`config.mk`:
```
export PLATFORM = sky130hd
export DESIGN_NAME = seq_gen
export DESIGN_NICKNAME = d
export VERILOG_FILES = /design/src/rtl/seq_gen.sv
export SDC_FILE = /design/constraint.sdc
export NUM_CORES = 1
export LEC_CHECK = 0
export CAP_MARGIN = 20
export CORE_MARGIN = 2
export CORE_UTILIZATION = 50
export CTS_CLUSTER_DIAMETER = 30
export DETAILED_ROUTE_END_ITERATION = 16
export GPL_ROUTABILITY_DRIVEN = 0
export PLACE_DENSITY_LB_ADDON = 0.05
export SYNTH_ARGS = -nofsm -noshare
export SYNTH_HDL_FRONTEND = slang
export SYNTH_SLANG_ARGS = --single-unit
```
`constraint.sdc`:
```
create_clock -name clk -period 2.1 [get_ports clk]
set_input_delay 0.63 -clock clk [delete_from_list [all_inputs] [get_ports clk]]
set_output_delay 0.63 -clock clk [all_outputs]
set_load 0.02 [all_outputs]
```
`src/rtl/seq_gen.sv`:
```
// -----------------------------------------------------------------------------
// seq_gen -- serial pattern transmitter
//
// Purpose:
//   On a start request in IDLE, latches a parallel pattern and sends it MSB-first
//   on x, one bit per clock. The effective MSB is pattern[L-1]. The pattern is
//   repeated R times. This block is the stimulus source for the sequence
//   detectors, and its x output drives the detector's serial input directly.
//
// Build option:
//   SEQ_GEN_GAP_EN  When defined, GAP idle-zero cycles (x=0, bit_vld=0, busy=1)
//                   are inserted between repetitions. When undefined,
//                   repetitions are sent back-to-back and GAP is unused.
//
// Parameters:
//   W      maximum pattern length in bits (W >= 2)
//   LEN_W  width of len; 2**LEN_W must exceed W
//   REP_W  width of reps
//   GAP    idle cycles between repetitions (SEQ_GEN_GAP_EN only)
//
// Ports:
//   clk      in   1      system clock, rising edge
//   reset    in   1      asynchronous reset, active-low
//   start    in   1      frame request, sampled only in IDLE
//   pattern  in   W      bits to send; pattern[len-1] goes out first
//   len      in   LEN_W  bits per repetition; 0 or >W means W
//   reps     in   REP_W  repetition count; 0 means 1
//   x        out  1      serial data (0 whenever bit_vld is 0)
//   bit_vld  out  1      x carries a pattern bit
//   busy     out  1      high from the first bit through the last bit, incl. gaps
//   done     out  1      one-cycle pulse after the last bit of the last repetition
// -----------------------------------------------------------------------------
module seq_gen #(
  parameter int W     = 8,
  parameter int LEN_W = 4,
  parameter int REP_W = 4,
  parameter int GAP   = 2
) (
  input  logic             clk,
  input  logic             reset,
  input  logic             start,
  input  logic [W-1:0]     pattern,
  input  logic [LEN_W-1:0] len,
  input  logic [REP_W-1:0] reps,
  output logic             x,
  output logic             bit_vld,
  output logic             busy,
  output logic             done
);

  localparam logic [1:0] S_IDLE = 2'd0;
  localparam logic [1:0] S_SEND = 2'd1;
  localparam logic [1:0] S_FIN  = 2'd2;
`ifdef SEQ_GEN_GAP_EN
  localparam logic [1:0] S_GAP  = 2'd3;
  localparam int GAP_W  = (GAP > 1) ? $clog2(GAP) : 1;
  localparam int GAP_M1 = (GAP > 0) ? GAP - 1 : 0;
`endif

  localparam logic [LEN_W-1:0] W_L = LEN_W'(W);

  // State and datapath registers
  logic [1:0]       state_q,    state_d;
  logic [W-1:0]     pat_q,      pat_d;      // pattern left-aligned so bit L-1 sits at MSB
  logic [W-1:0]     sh_q,       sh_d;       // bits of this repetition still to be sent
  logic [LEN_W-1:0] len_q,      len_d;      // effective length L
  logic [LEN_W-1:0] bit_cnt_q,  bit_cnt_d;  // bits remaining after the one on x
  logic [REP_W-1:0] rep_left_q, rep_left_d; // repetitions remaining after this one
  logic             x_q,        x_d;
  logic             vld_q,      vld_d;
  logic             busy_q,     busy_d;
  logic             done_q,     done_d;
`ifdef SEQ_GEN_GAP_EN
  logic [GAP_W-1:0] gap_cnt_q,  gap_cnt_d;  // gap cycles remaining after this one
`endif

  // Decode the request inputs into effective length, alignment and repetitions
  logic [LEN_W-1:0] len_eff;
  logic [LEN_W-1:0] shamt;
  logic [W-1:0]     pat_al;
  logic [REP_W-1:0] rep_left_init;

  assign len_eff       = (len == '0 || len > W_L) ? W_L : len;
  assign shamt         = W_L - len_eff;
  // Left-align so the first bit to send is always at the MSB; a plain shift
  // then walks the bits without a variable-index mux.
  assign pat_al        = pattern << shamt;
  assign rep_left_init = (reps == '0) ? '0 : reps - 1'b1;

  always_comb begin
    state_d    = state_q;
    pat_d      = pat_q;
    sh_d       = sh_q;
    len_d      = len_q;
    bit_cnt_d  = bit_cnt_q;
    rep_left_d = rep_left_q;
    x_d        = x_q;
    vld_d      = vld_q;
    busy_d     = busy_q;
    done_d     = 1'b0;
`ifdef SEQ_GEN_GAP_EN
    gap_cnt_d  = gap_cnt_q;
`endif

    case (state_q)
      S_IDLE: begin
        x_d    = 1'b0;
        vld_d  = 1'b0;
        busy_d = 1'b0;
        if (start) begin
          pat_d      = pat_al;
          len_d      = len_eff;
          rep_left_d = rep_left_init;
          x_d        = pat_al[W-1];
          sh_d       = pat_al << 1;
          bit_cnt_d  = len_eff - 1'b1;
          vld_d      = 1'b1;
          busy_d     = 1'b1;
          state_d    = S_SEND;
        end
      end

      S_SEND: begin
        if (bit_cnt_q != '0) begin
          // Next bit in the current repetition
          x_d       = sh_q[W-1];
          sh_d      = sh_q << 1;
          bit_cnt_d = bit_cnt_q - 1'b1;
        end else if (rep_left_q != '0) begin
          rep_left_d = rep_left_q - 1'b1;
`ifdef SEQ_GEN_GAP_EN
          if (GAP > 0) begin
            x_d       = 1'b0;
            vld_d     = 1'b0;
            gap_cnt_d = GAP_W'(GAP_M1);
            state_d   = S_GAP;
          end else begin
            x_d       = pat_q[W-1];
            sh_d      = pat_q << 1;
            bit_cnt_d = len_q - 1'b1;
          end
`else
          // Back-to-back: restart at the first bit with no idle cycle
          x_d       = pat_q[W-1];
          sh_d      = pat_q << 1;
          bit_cnt_d = len_q - 1'b1;
`endif
        end else begin
          // Last bit of the last repetition has been shown
          x_d     = 1'b0;
          vld_d   = 1'b0;
          busy_d  = 1'b0;
          done_d  = 1'b1;
          state_d = S_FIN;
        end
      end

`ifdef SEQ_GEN_GAP_EN
      S_GAP: begin
        if (gap_cnt_q == '0) begin
          x_d       = pat_q[W-1];
          sh_d      = pat_q << 1;
          bit_cnt_d = len_q - 1'b1;
          vld_d     = 1'b1;
          state_d   = S_SEND;
        end else begin
          gap_cnt_d = gap_cnt_q - 1'b1;
        end
      end
`endif

      S_FIN: begin
        // done drops here; a start seen this cycle is not queued
        x_d     = 1'b0;
        vld_d   = 1'b0;
        busy_d  = 1'b0;
        state_d = S_IDLE;
      end

      default: begin
        x_d     = 1'b0;
        vld_d   = 1'b0;
        busy_d  = 1'b0;
        state_d = S_IDLE;
      end
    endcase
  end

  always_ff @(posedge clk or negedge reset) begin
    if (!reset) begin
      state_q    <= S_IDLE;
      pat_q      <= '0;
      sh_q       <= '0;
      len_q      <= '0;
      bit_cnt_q  <= '0;
      rep_left_q <= '0;
      x_q        <= 1'b0;
      vld_q      <= 1'b0;
      busy_q     <= 1'b0;
      done_q     <= 1'b0;
`ifdef SEQ_GEN_GAP_EN
      gap_cnt_q  <= '0;
`endif
    end else begin
      state_q    <= state_d;
      pat_q      <= pat_d;
      sh_q       <= sh_d;
      len_q      <= len_d;
      bit_cnt_q  <= bit_cnt_d;
      rep_left_q <= rep_left_d;
      x_q        <= x_d;
      vld_q      <= vld_d;
      busy_q     <= busy_d;
      done_q     <= done_d;
`ifdef SEQ_GEN_GAP_EN
      gap_cnt_q  <= gap_cnt_d;
`endif
    end
  end

  assign x       = x_q;
  assign bit_vld = vld_q;
  assign busy    = busy_q;
  assign done    = done_q;

endmodule

```
==> results of run 1 <==
[state kept, by name (all words and copies together), names as in the netlist]
register	flops
len_q	4
state_q	2
rep_left_q	4
busy	1
sh_q	7
done	1
pat_q	8
bit_cnt_q	4
x	1
[path summary, 6_finish.rpt]
check	startpoint	end	slack [ns]	depth (start not counted)
min	pat_q[7]	pat_q[7]	0.49	2
max reg2reg	bit_cnt_q[1]	bit_cnt_q[2]	0.21	7
max	len[2]	pat_q[7]	0.06	6
min in group asynchronous	reset	bit_cnt_q[1]	0.74	2
max in group asynchronous	reset	pat_q[1]	1.06	2
min reg2reg	pat_q[7]	pat_q[7]	0.49	2
[stage by stage]
| step | hold WS [ns] | power, mW |
|---|---|---|
| final | 0.492 | 2.81 |
| after global routing | 0.528 | 3.05 |
| after CTS | 0.491 | 2.83 |
| after detailed placement | 0.473 | 2.38 |
| after global placement | 0.465 | 2.30 |
| after floorplan | 0.334 | 1.96 |
[power by group]
group          internal [mW]  leakage (nW)  total, mW  switching [mW]
Combinational          0.633         0.657       1.27           0.641
Clock                  0.225        0.0410      0.440           0.216
Sequential             0.879         0.402       1.10           0.220
[cells by family after synthesis]
logic type | Yosys count
simple gates | 72
compound gates | 68
flops | 32
buf+inv | 20
mux | 11
xor+xnor | 3
fa+ha+maj | 3
[cell type report]
| class | count | area, um2 | area share [%] |
|---|---|---|---|
| clock inverters | 1 | 5.00 | 0.199 |
| well taps | 48 | 60.1 | 2.39 |
| multi-input cells | 157 | 1110 | 44.3 |
| flip-flops and latches | 32 | 801 | 31.9 |
| repair buffers | 50 | 434 | 17.3 |
| inverters | 7 | 26.3 | 1.05 |
| clock buffers | 6 | 72.6 | 2.89 |
[worst max-delay path: cells and delay by family]
family	cells	cell delay (ns)
AO/OA/AOI/OAI	1	0.10
AND/OR/NAND/NOR	1	0.21
XOR/XNOR	1	0.16
multiplexers	2	0.60
buffers and inverters	1	0.48
[routing by layer]
| metal | share of wire (%) | vias up | GRT usage (%) |
|---|---|---|---|
| met5 | 0 | - | 0 |
| met4 | 1.8 | 0 | 8.67 |
| met3 | 5.7 | 9 | 4.73 |
| met2 | 49 | 65 | 44.5 |
| met1 | 43 | 878 | 30.9 |
| li1 | - | 868 | - |
[synth_stat cells (all sizes together), types with 2 or more instances]
cell type	instances	area (um2)
nor4	4	40.0
o22a	2	17.5
nor4b	2	17.5
mux2i	8	80.1
a22o	3	26.3
o221ai	5	43.8
a211oi	4	35.0
inv	6	22.5
nor2	19	71.3
xnor2	2	25.0
o21a	2	15.0
o41ai	2	17.5
buf	10	72.6
a31oi	7	43.8
nor3	7	35.0
a21oi	13	65.1
dfrtp	32	801
nor2b	2	20.0
o311a	2	20.0
or3b	2	17.5
o22ai	4	25.0
clkbuf	3	11.3
ha	3	37.5
o21ai	19	114
nand2	20	82.6
nand2b	5	31.3
nor3b	3	27.5
or3	2	12.5
mux4	2	45.0
==> summary.txt, run 1 <==
Power
  – Leak Pwr: 1.10 nW
  – VDD IR max: roughly 0.50 mV
  – PD cells: around 1100 nW/um2

Floorplanning
  – Die footprint: roughly 4500 um2
  – Die width: 66.9 um
  – Core area: between 3000 and 4000 um2
  – # rows: 22
  – Die Ht: 66.9 um
  – Boundary Pins: 23
  – Initial Util: 52.9%

Synth
  – Post-synthesis adder-cell area fraction: about 1.9%
  – Synth warnings: 0
  – Async S/R FF share, synth: between 90% and 100%
  – Post-synth EDFFs: 0
  – Compound-Gate Fraction of Synth Area: a little under a quarter
  – Synthesized area: 1980 um2
  – Synth Instances: 209
  – Commonest register cell after synthesis: dfrtp_1
  – XOR/XNOR Fraction of Synth Area: between 1.5 and 2%
  – Seq/Total Area, Yosys: approximately 40%
  – Seq cells post-synth: 32
  – Mux cell area share after synthesis: between 6 and 7%
  – Synth unique cells: 56
  – Syn Area/Cell: approximately 9.5 um2
  – Largest family of logic cells by synthesized area: compound AO/OA/AOI/OAI gates
  – Post-Synth Simple-Gate Area: 20.1%
  – Syn Nets: roughly 230

Clocking
  – Post-CTS sizing: 7
  – Reg clk slew, reported paths: approximately 0.060 ns
  – # clock sinks: 32
  – Clk Latency, worst-skew pair: between 0.2 and 0.3 ns
  – CTS max path bufs: 2
  – Num CTS Buffers: 5
  – Setup Fix Bufs, Post-CTS: 0
  – H-tree lvl count: 2
  – CTS hold repair buffers: 0
  – CTS tree: built
  – Cell at the root of the clock tree: clkbuf_8

Global routing
  – First-pass GRT wire length: 8360 um
  – Antenna violations before repair: 0
  – Largest net degree at the start of global routing: 33
  – Grt ovf: 0
  – Vias in the first global route: between 1500 and 2000
  – GRT Overall Usage: about a quarter

Setup path
  – Startpoint Class: input pin
  – Worst path cell trace: clkdlybuf4s50_1 > nor2b_4 > xnor2_4 > mux4_2 > mux2i_2 > o21ai_1
  – Worst setup EP type: flip-flop
  – Crit Path Max Fanout: 5
  – Setup CP Type: input pin to flip-flop
  – CP max stage delay: between 0.4 and 0.5 ns
  – Crit-path slowest cell: clkdlybuf4s50_1
  – Critical Path AT: about 2.2 ns
  – CP required: around 2.3 ns

Final layout
  – Cell Count, Final, Fillers Out: roughly 300
  – Most frequent cells in the layout: 32 x dfrtp_1, 27 x buf_4, 19 x nand2_1, 19 x nor2_1, 19 x clkdlybuf4s50_1
  – Design area: roughly 2500 um2
  – Fill count: slightly above 300
  – Share of layout cells above drive strength 1: about 21%
  – Final-stage net count: about 280
  – Finished Core Util: 67.1%
  – Ant diodes: 0
  – Commonest non-fill, non-tap cell in the layout: dfrtp_1
  – Syn-to-layout area delta: 26.8%

Timing
  – Setup TNS Final: 0 ns
  – Fin crit share: a little over nine tenths
  – Final hold violations: 0
  – Final WS setup: ~0.062 ns
  – Setup Skew: 0.00964 ns
  – Setup violators final: 0
  – Minimum clock period after layout: 2.04 ns
  – Slew Limit Fails: 0
  – Tightest Pin Transition: ~0.47 ns
  – FMAX: around 490 MHz
  – Slew headroom: 68.5%
  – RSZ-0062 raised after global routing: no

Placed design
  – Placed cell count: between 200 and 300
  – Port Buffers: 22
  – Dpl ws: -0.430 ns
  – Detail Placement HPWL: around 3700 um
  – Placed inst area: between 2000 and 2500 um2

Routing
  – Wire per inst: between 15 and 20 um
  – 1st-iter DRT viols: 94
  – Residual DRC count: 0
  – First-pass iteration count of the detailed router: 4
  – Routed wire length: ~4900 um
  – Vias: around 1800
  – Final ANT Viol Nets: 0
  – Vias per inst: 6.05

Min path
  – Worst hold path class: flip-flop to flip-flop

Outcome
  – Run status: complete, no violations

Job
  – MaxCap Viol Count: 0
No activity file was read; power rests on OpenSTA's default activity.
==> run 2, diff against run 1 <==
- MAX_ROUTING_LAYER: not set -> met4
==> summary.txt, run 2 (synthesis results as in run 1) <==
Outcome
  – Run status: complete, no violations

Clocking
  – CTS hold repair buffers: 0
  – # clock sinks: 32
  – Num CTS Buffers: 5
  – CTS max path bufs: 2
  – Setup Fix Bufs, Post-CTS: 0
  – H-tree lvl count: 2
  – Cell at the root of the clock tree: clkbuf_8
  – Reg clk slew, reported paths: roughly 0.06 ns
  – Post-CTS sizing: 7
  – Clk Latency, worst-skew pair: approximately 0.28 ns
  – CTS tree: built

Routing
  – Final ANT Viol Nets: 0
  – 1st-iter DRT viols: 79
  – Vias per inst: about 6.1
  – Routed wire length: 4920 um
  – Wire per inst: 16.3 um
  – First-pass iteration count of the detailed router: 4
  – Residual DRC count: 0
  – Vias: around 1800

Setup path
  – Worst setup EP type: flip-flop
  – CP max stage delay: a little under 0.5 ns
  – Crit-path slowest cell: clkdlybuf4s50_1
  – CP required: ~2.3 ns
  – Worst path cell trace: clkdlybuf4s50_1 > nor2b_4 > xnor2_4 > mux4_2 > mux2i_2 > o21ai_1
  – Critical Path AT: roughly 2.2 ns
  – WP buf/inv: 1
  – Crit Path Max Fanout: 5
  – Setup CP Type: input pin to flip-flop
  – Delay-heaviest family, CP: multiplexers
  – Startpoint Class: input pin

Global routing
  – Grt ovf: 0
  – Vias in the first global route: ~1800
  – Antenna violations before repair: 0
  – GRT Overall Usage: between 20% and 30%
  – First-pass GRT wire length: about 8400 um
  – Largest net degree at the start of global routing: 33

Timing
  – RSZ-0062 raised after global routing: no
  – Setup violators final: 0
  – Slew Limit Fails: 0
  – Slew headroom: slightly below 70%
  – Setup TNS Final: 0 ns
  – Tightest Pin Transition: approximately 0.46 ns
  – Fin crit share: 96.8%
  – Setup Skew: roughly 0.011 ns
  – Minimum clock period after layout: between 2 and 2.5 ns
  – Final WS setup: 0.0679 ns
  – Final hold violations: 0
  – FMAX: between 400 and 500 MHz

Final layout
  – Share of layout cells above drive strength 1: approximately a fifth
  – Multi-input combinational cell area: about 1100 um2
  – Number of flip-flops under the largest register name: 8
  – Final-stage net count: between 200 and 300
  – Commonest non-fill, non-tap cell in the layout: dfrtp_1
  – Top reg by flops: pat_q
  – Ant diodes: 0
  – Syn-to-layout area delta: 26.8%
  – Leading registers by flop count: pat_q x8, sh_q x7
  – Design area: around 2500 um2
  – Most frequent cells in the layout: 32 x dfrtp_1, 27 x buf_4, 19 x nand2_1, 19 x nor2_1, 19 x clkdlybuf4s50_1
  – FF+latch area: roughly 800 um2
  – Fill count: slightly above 300

Floorplanning
  – Core area: 3740 um2
  – Initial Util: a little over half
  – Boundary Pins: 23
  – Die width: between 60 and 70 um
  – Die Ht: approximately 67 um
  – # rows: 22
  – Die footprint: between 4000 and 5000 um2

Placed design
  – Placed inst area: ~2400 um2
  – Port Buffers: 22
  – Detail Placement HPWL: approximately 3700 um
  – Dpl ws: -0.430 ns

Job
  – MaxCap Viol Count: 0

Power
  – PD cells: between 1000 and 1500 nW/um2
  – Leak Pwr: approximately 1.1 nW
  – Tot Pwr: between 2 and 3 mW
  – VDD IR max: roughly 0.49 mV

Min path
  – Worst hold path class: flip-flop to flip-flop
## run 2: per-layer routing
layer / track usage [%] / part of all wire [%] / vias to the layer above
met2: 44.3 / 49 / 64
li1: - / - / 871
met1: 31.3 / 43 / 881
met3: 4.73 / 5.7 / 7
met5: - / 0 / -
met4: 8.67 / 1.6 / 0
## run 2: worst register-to-register path, delay by kind of cell (launching register included)
family          cells  cell delay (ns)
compound gates      3             0.50
xor+xnor            1             0.16
fa+ha+maj           1             0.21
buf+inv             1             0.08
flops               1             0.45
simple gates        1             0.42
## run 2: final cells by class
class	count	share of cell area (%)
tap	48	2.39
inverter	7	1.05
multi-input combinational	157	44.3
timing repair buffer	50	17.3
clock inverter	1	0.199
sequential	32	31.9
clock buffer	6	2.89
## run 2: metrics by stage
stage | hold slack [ns] | util (%) | cells
final | 0.491 | 67.1 | 301
after CTS | 0.491 | 67.1 | 301
after floorplan | 0.334 | - | 209
after global placement | 0.465 | 64.6 | 294
after global routing | 0.528 | 67.1 | 301
after detailed placement | 0.473 | 64.6 | 294
## run 2: worst paths after layout
| kind | start | to | slack [ns] | cells past startpoint |
|---|---|---|---|---|
| setup / recovery | len[2] | pat_q[7] | 0.07 | 6 |
| setup reg to reg | bit_cnt_q[1] | bit_cnt_q[2] | 0.20 | 7 |
| min in group asynchronous | reset | bit_cnt_q[2] | 0.73 | 2 |
| max in group asynchronous | reset | pat_q[1] | 1.05 | 2 |
| hold / removal | pat_q[1] | pat_q[1] | 0.49 | 2 |
| hold reg to reg | pat_q[1] | pat_q[1] | 0.49 | 2 |
## run 2: where the power goes
part | internal, mW | leakage, nW | switching, mW
Combinational | 0.633 | 0.657 | 0.644
Sequential | 0.879 | 0.402 | 0.222
Clock | 0.225 | 0.0410 | 0.218
